### src/rtl/clock_enable_gen.sv
// Lock-qualified multi-channel fractional clock-enable generator.
// Optional square-wave outputs are enabled with `define CLKEN_GEN_SQUARE_EN.
module clock_enable_gen #(
   parameter int CH          = 2,
   parameter int ACC_W       = 24,
   parameter int INC_DEFAULT = 798915,
   parameter int LOCK_WAIT   = 1024
) (
   input  logic             clk,
   input  logic             reset,
   input  logic             pll_lock,
   input  logic             inc_wr,
   input  logic [2:0]       inc_ch,
   input  logic [ACC_W-1:0] inc_data,
   input  logic             lost_clr,
   output logic             ready,
   output logic [CH-1:0]    en,
   output logic             lost_lock
`ifdef CLKEN_GEN_SQUARE_EN
   ,
   output logic [CH-1:0]    sq
`endif
);

   localparam int CW = (LOCK_WAIT > 1) ? $clog2(LOCK_WAIT) : 1;
   localparam logic [CW-1:0] LAST = CW'(LOCK_WAIT - 1);
   localparam logic [ACC_W-1:0] INC_RST = ACC_W'(INC_DEFAULT);

   typedef enum logic [1:0] {
      WAIT_LOCK,
      SETTLE,
      RUN
   } state_t;

   state_t          state;
   state_t          state_nx;
   logic [CW-1:0]   cnt;
   logic [CW-1:0]   cnt_nx;
   logic            sync1;
   logic            lock_s;
   logic            run_go;
   logic [ACC_W-1:0] acc [CH];
   logic [ACC_W-1:0] inc [CH];
   logic [ACC_W:0]   sum [CH];

   always_ff @(posedge clk) begin
      if (reset) begin
         sync1  <= 1'b0;
         lock_s <= 1'b0;
      end else begin
         sync1  <= pll_lock;
         lock_s <= sync1;
      end
   end

   always_ff @(posedge clk) begin
      if (reset) begin
         state <= WAIT_LOCK;
         cnt   <= '0;
      end else begin
         state <= state_nx;
         cnt   <= cnt_nx;
      end
   end

   always_comb begin
      state_nx = state;
      cnt_nx   = cnt;
      unique case (state)
         WAIT_LOCK: begin
            if (lock_s) begin
               state_nx = SETTLE;
               cnt_nx   = '0;
            end
         end
         SETTLE: begin
            if (!lock_s)
               state_nx = WAIT_LOCK;
            else if (cnt == LAST)
               state_nx = RUN;
            else
               cnt_nx = cnt + CW'(1);
         end
         RUN: begin
            if (!lock_s)
               state_nx = WAIT_LOCK;
         end
         default: state_nx = WAIT_LOCK;
      endcase
   end

   assign ready = (state == RUN);
   // Clearing on the same edge that leaves RUN keeps channels phase-aligned.
   assign run_go = (state == RUN) && lock_s;

   always_ff @(posedge clk) begin
      if (reset)
         lost_lock <= 1'b0;
      else if ((state != WAIT_LOCK) && !lock_s)
         lost_lock <= 1'b1;
      else if (lost_clr)
         lost_lock <= 1'b0;
   end

   always_ff @(posedge clk) begin
      if (reset) begin
         for (int i = 0; i < CH; i++)
            inc[i] <= INC_RST;
      end else if (inc_wr) begin
         for (int i = 0; i < CH; i++)
            if (inc_ch == 3'(i))
               inc[i] <= inc_data;
      end
   end

   always_comb begin
      for (int i = 0; i < CH; i++)
         sum[i] = {1'b0, acc[i]} + {1'b0, inc[i]};
   end

   always_ff @(posedge clk) begin
      if (reset || !run_go) begin
         for (int i = 0; i < CH; i++)
            acc[i] <= '0;
         en <= '0;
      end else begin
         for (int i = 0; i < CH; i++) begin
            acc[i] <= sum[i][ACC_W-1:0];
            en[i]  <= sum[i][ACC_W];
         end
      end
   end

`ifdef CLKEN_GEN_SQUARE_EN
   always_ff @(posedge clk) begin
      if (reset || !run_go)
         sq <= '0;
      else
         sq <= sq ^ en;
   end
`endif

endmodule

### config.mk
export PLATFORM = sky130hd
export DESIGN_NAME = clock_enable_gen
export DESIGN_NICKNAME = d
export VERILOG_FILES = /design/src/rtl/clock_enable_gen.sv
export SDC_FILE = /design/constraint.sdc
export NUM_CORES = 1
export LEC_CHECK = 0
export BUFFER_PORTS_ARGS = -buffer_cell sky130_fd_sc_hd__buf_2
export CAP_MARGIN = 20
export CORE_UTILIZATION = 60
export CTS_BUF_LIST = sky130_fd_sc_hd__clkbuf_4 sky130_fd_sc_hd__clkbuf_8
export DETAILED_ROUTE_END_ITERATION = 16
export PLACE_DENSITY_LB_ADDON = 0.25
export REMOVE_ABC_BUFFERS = 1
export SLEW_MARGIN = 25
export SYNTH_ARGS = -nofsm -noshare
export SYNTH_HDL_FRONTEND = slang
export SYNTH_SLANG_ARGS = --single-unit
### constraint.sdc
create_clock -name clk -period 3.4 [get_ports clk]
set_input_delay 0.68 -clock clk [delete_from_list [all_inputs] [get_ports clk]]
set_output_delay 0.68 -clock clk [all_outputs]
set_load 0.05 [all_outputs]
==> results of run 1 <==
## per-stage QoR
step | cell area [µm²] | total power [mW] | util
CTS | 6764 | 3.280 | 0.6952
global placement | 6276 | 1.701 | 0.6451
detailed placement | 6276 | 1.707 | 0.6451
finish | 6764 | 3.267 | 0.6952
floorplan | 5908 | 1.643 | -
global route | 6764 | 3.371 | 0.6952
## layer usage
metal	part of all wire	global-route usage
met5	0	0
met4	0.013	0.09121
met3	0.051	0.08071
met2	0.49	0.4439
met1	0.44	0.3220
## layout make-up
| cell class | instances | area (µm²) | area share |
|---|---|---|---|
| timing repair buffer | 38 | 197.7 | 0.02923 |
| multi-input combinational | 460 | 3154 | 0.4663 |
| tap | 133 | 166.4 | 0.02460 |
| sequential | 113 | 2743 | 0.4055 |
| inverter | 4 | 15.01 | 0.002220 |
| clock inverter | 12 | 239.0 | 0.03533 |
| clock buffer | 19 | 249.0 | 0.03681 |
## cells in the mapped netlist (7+ instances only)
library cell   n
clkbuf_1      12
or3_1         11
a21o_1        19
edfxtp_1      48
o21bai_1       8
xnor2_1       18
nand4_1        7
o21ai_1       12
a21oi_1       53
nand2_1       50
and2_1        22
nand3_1        8
dfxtp_1       65
nor2_1        70
o21ai_0       20
ha_1          49
nor2b_1        7
xor2_1        26
## worst paths after layout
path | end | depth (start not counted)
max | acc[0][21]$_SDFF_PP0_ | 8
min | lock_s$_SDFF_PP0_ | 1
max reg2reg | acc[0][21]$_SDFF_PP0_ | 8
min reg2reg | lock_s$_SDFF_PP0_ | 1
## where the power goes
group	switching [mW]	internal, mW	total (mW)
Clock	0.555	1.03	1.58
Sequential	0.0225	1.46	1.48
Combinational	0.126	0.0794	0.205
## worst max-delay path: stages, from the launching register on
cell,delay (ns)
edfxtp_1,0.38
ha_1,0.39
a211oi_2,0.35
o211ai_1,0.23
a21oi_1,0.28
o21ai_1,0.18
a211oi_2,0.29
xor2_1,0.18
nor2_1,0.06
## kinds of logic after synthesis
family	Yosys count	share of synthesized area
AO/OA/AOI/OAI	164	0.1886
XOR/XNOR	44	0.06441
adder cells (fa/ha/maj)	51	0.1092
buffers and inverters	22	0.01505
flip-flops	113	0.4584
multiplexers	3	0.005228
AND/OR/NAND/NOR	198	0.1591
## flip-flops by register name (all words and copies together), names as in the netlist
name,cells
lock_s,1
cnt,10
inc,48
sync1,1
acc,48
state,2
en,2
lost_lock,1
==> impl_metrics.csv, run 1 <==
group,metric,value,unit
outcome,status,"finished, final reports clean",
critical_path,worstSetupPathType,"flip-flop to flip-flop",
clock_network,cts_sinks,113,
route,wire_per_inst,16.00,µm
clock_network,path_clk_slew,0.07,ns
placement,dp_hpwl,8.586,mm
synth,synthTopCellsByArea,"edfxtp_1 24%, dfxtp_1 22%, ha_1 10%",
critical_path,r2r-start,"inc[0][4]$_DFFE_PP_",
placement,post-place-ws,0.9771,ns
grt,grt_pass1_wl,20.62,mm
floorplanning,die-area,10380,µm²
route,num_vias,4536,
clock_network,h-tree-depth,4,
pwr,p_leak,2.777,nW
timing,finClkSkew,0.01015,ns
synth,ys_warn_count,0,
timing,setup_tns,0,ns
timing,fmax,409.6,MHz
route,drc,0,
grt,grt_pass1_vias,4473,
grt,grt_max_degree,25,
finish,final_cell_mix,"70 x nor2_1, 65 x dfxtp_1, 53 x a21oi_1, 50 x nand2_1, 49 x ha_1",
synth,synth_edf_count,48,
finish,fin_nets,717,
route,drt_wl_total,12.47,mm
placement,dp.cells,748,
synth,yosys_register_bits,113,
pwr,ir_drop,336.9,µV
placement,portBuffers,35,
timing,whs,0.4408,ns
synth,yosysSeqAreaShare,0.4584,
floorplanning,die_height,101.9,µm
finish,final_common_cell,"nor2_1",
clock_network,cts-root-buf,"clkbuf_8",
min_path,hold_path_startpoint,"sync1$_SDFF_PP0_",
clock_network,postCtsHoldBufs,0,
grt,antenna_found_initial,0,
synth,synthCells,595,
critical_path,crit_required,3.72,ns
critical_path,cp-start-kind,"flip-flop",
timing,maxSlewViolCount,0,
synth,postSynth.asyncResetShare,0,
finish,fill_cells,751,
critical_path,worstPathMaxFanout,5,
finish,syn2layout_area_growth,13.05,%
timing,setup_violations,0,
route,viasPerCell,5.823,
critical_path,endpoint_kind,"flip-flop",
floorplanning,pin_count,36,
timing,relSlewSlack,0.4052,
route,first_pass_iters,5,
pwr,power_density,483.0,nW/µm²
clock_network,cts_tree,"yes",
clock_network,cts_setup_buffers,0,
grt,grt_overflow,0,
synth,synth_top_area_frac,0.2409,
synth,avgSynthCellArea,10.06,µm²
floorplanning,die_x,101.9,µm
timing,post-route-period-util,0.7181,
finish,fin_cells,779,
floorplanning,coreArea,9729,µm²
synth,synth_cell_types,64,
timing,worst_slack,0.9583,ns
finish,drive_above_1_share,0.1486,
critical_path,reg2reg_slack,0.96,ns
grt,track_usage,0.2635,
timing,tightestPinTransition,0.8895,ns
min_path,holdCritPathClass,"flip-flop to flip-flop",
clock_network,cts_buffer_depth,2,
synth,synth_top_flop_cell,"dfxtp_1",
floorplanning,rows,36,
timing,finalHoldViolCount,0,
clock_network,cts_made_buffers,17,
critical_path,critPathLaunch,"inc[0][4]$_DFFE_PP_",
run,max_cap_violations,0,
synth,synth.cell_area,5983,µm²
timing,rsz0062_at_grt,"no",
clock_network,insertion_delay,0.43,ns
finish,num_antenna_cells,0,
floorplanning,start_util,0.6150,
placement,gp_congestion,0.9121,
timing,min_period,2.442,ns
critical_path,arrival,2.77,ns
clock_network,ctsResizeCount,0,
route,drtAntennaViolNets,0,
route,initialDrtViolationCount,242,
synth,synth_top_cell_by_area,"edfxtp_1",
(Power assumes the default switching activity.)
==> run 2: changes to the inputs <==
Settings changed: CORE_UTILIZATION 60 to 57.
Clock period 3.4 ns to 1.95 ns, I/O delays scaled along.
==> impl_metrics.csv, run 2 (synthesis results as in run 1) <==
group,metric,value,unit
timing,post-route-period-util,1.157,
finish,top_regs,"acc x48, inc x48, cnt x10",
route,wire_per_inst,17.90,µm
outcome,violations,"setup timing",
finish,drive_above_1_share,0.3487,
pwr,power_density,702.2,nW/µm²
critical_path,reg2reg_depth,8,
placement,gp_congestion,0.8960,
route,drt_wl_total,15.63,mm
placement,portBuffers,35,
timing,rsz0062_at_grt,"yes",
grt,grt_max_degree,43,
clock_network,postCtsHoldBufs,0,
critical_path,r2r-end,"acc[0][23]$_SDFF_PP0_",
timing,finClkSkew,0.01773,ns
timing,setup_violations,32,
finish,final_core_util,0.7807,
route,initialDrtViolationCount,382,
critical_path,arrival,2.62,ns
pwr,power,5.609,mW
clock_network,h-tree-depth,4,
clock_network,cts_tree,"yes",
finish,final_common_cell,"buf_4",
critical_path,worstPathMaxFanout,5,
finish,fill_cells,608,
floorplanning,die_x,104.5,µm
critical_path,endpoint_kind,"flip-flop",
finish,syn2layout_area_growth,33.50,%
clock_network,cts_made_buffers,17,
critical_path,reg2reg_slack,-0.31,ns
grt,grt_pass1_wl,24.05,mm
route,drtAntennaViolNets,0,
finish,fin_nets,807,
timing,worst_slack,-0.3055,ns
route,viasPerCell,5.840,
route,num_vias,5098,
floorplanning,rows,37,
clock_network,insertion_delay,0.44,ns
floorplanning,start_util,0.5848,
clock_network,cts_buffer_depth,2,
grt,antenna_found_initial,0,
min_path,holdCritPathClass,"input pin to flip-flop",
floorplanning,die-area,10910,µm²
timing,relSlewSlack,0.6582,
placement,dp_hpwl,9.229,mm
grt,track_usage,0.2828,
critical_path,r2r-start,"inc[0][4]$_DFFE_PP_",
clock_network,cts-root-buf,"clkbuf_8",
critical_path,cp-start-kind,"flip-flop",
run,max_cap_violations,0,
timing,fmax,443.4,MHz
clock_network,path_clk_slew,0.08,ns
clock_network,cts_sinks,113,
floorplanning,pin_count,36,
route,drc,0,
floorplanning,coreArea,10230,µm²
pwr,p_leak,3.313,nW
critical_path,worstSetupPathType,"flip-flop to flip-flop",
grt,grt_pass1_vias,5178,
min_path,holdPathEnd,"sync1$_SDFF_PP0_",
min_path,whs_path_depth,2,
finish,final_cell_mix,"77 x buf_4, 66 x nor2_1, 64 x dfxtp_1, 49 x nand2_1, 48 x edfxtp_1",
outcome,status,"finished, violations left",
timing,maxSlewViolCount,0,
min_path,hold_path_startpoint,"pll_lock",
timing,finalHoldViolCount,0,
timing,tightestPinTransition,0.5117,ns
pwr,ir_drop,638.6,µV
timing,min_period,2.256,ns
route,first_pass_iters,5,
finish,num_antenna_cells,0,
critical_path,crit_required,2.31,ns
floorplanning,die_height,104.5,µm
grt,grt_overflow,0,
[run 2: changes by cell type in the layout (fill, tap and decap cells not counted), moves of 5 or more]
| cell | previous run | this run |
|---|---|---|
| buf_4 | 3 | 77 |
| buf_6 | 0 | 14 |
| ha_1 | 49 | 35 |
| a21oi_1 | 53 | 40 |
| a21oi_2 | 3 | 14 |
| ha_4 | 0 | 10 |
| o21ai_2 | 1 | 9 |
| xnor2_1 | 18 | 11 |
| xnor2_2 | 0 | 7 |
| o21ai_1 | 12 | 6 |
| a31oi_1 | 6 | 1 |
[run 2: power by group]
part,internal (mW),leakage [nW],total (mW),switching [mW]
Clock,1.43,0.214,2.50,1.08
Sequential,2.54,0.993,2.59,0.0468
Combinational,0.235,2.11,0.517,0.283
[run 2: what timing repair did]
action	in CTS	in global routing
cloned	0	0
hold endpoints to repair	0	0
pin swaps	61	59
setup buffers	10	11
gates resized for setup	70	35
endpoints found under the setup margin	31	34
[run 2: area by class of cell]
class                           instances  area, µm²  share of cell area
Sequential cell                       113       2744              0.3435
Tap cell                              136      170.2             0.02130
Clock buffer                           18      241.5             0.03023
Multi-Input combinational cell        460       3662              0.4585
Clock inverter                         14      203.9             0.02553
Timing Repair Buffer                  128      950.9              0.1190
Inverter                                4      15.01            0.001880
[run 2: how the worst max path moves through the flow]
stage | from | end | slack (ns) | cells after the start
2_1_floorplan | state[1]$_SDFFE_PP0P_ | acc[0][7]$_SDFF_PP0_ | -0.79 | 4
6_report | inc[0][4]$_DFFE_PP_ | acc[0][23]$_SDFF_PP0_ | -0.31 | 8
4_1_cts | inc[0][4]$_DFFE_PP_ | acc[0][22]$_SDFF_PP0_ | -0.26 | 9
3_3_place_gp | inc[0][0]$_DFFE_PP_ | en[0]$_SDFF_PP0_ | -0.34 | 9
3_5_place_dp | inc[0][0]$_DFFE_PP_ | acc[0][20]$_SDFF_PP0_ | -0.40 | 9
5_1_grt | inc[0][4]$_DFFE_PP_ | acc[0][21]$_SDFF_PP0_ | -0.40 | 8
[run 2: worst max-delay path: stages, from the launching register on]
cell	delay (ns)
edfxtp_1	0.43
ha_4	0.33
o211ai_1	0.14
o211ai_1	0.38
nand2_1	0.18
o31ai_4	0.27
o21ai_2	0.11
o21ai_1	0.15
mux2i_1	0.19
[run 2: per-stage QoR]
step / setup TNS (ns) / worst slack, ns / cells / hold WS (ns) / area (µm²)
4_1_cts: -3.465 / -0.2581 / 864 / 0.1496 / 7752
5_1_grt: -8.444 / -0.4028 / 873 / 0.1596 / 7988
3_3_place_gp: -6.271 / -0.3437 / 823 / 0.4292 / 6845
2_1_floorplan: -31.61 / -0.7879 / 577 / 0.4138 / 5908
3_5_place_dp: -7.439 / -0.4034 / 823 / 0.4270 / 6845
6_report: -5.516 / -0.3055 / 873 / 0.1691 / 7988
[run 2: per-layer routing]
metal / part of all wire / wire, µm / track usage / vias to the layer above
met5: 0 / 0 / 0 / -
met4: 0.029 / 461 / 0.1439 / 0
met3: 0.054 / 840 / 0.07018 / 54
met2: 0.51 / 7997 / 0.4896 / 184
met1: 0.40 / 6329 / 0.3225 / 2429
li1: - / - / - / 2431
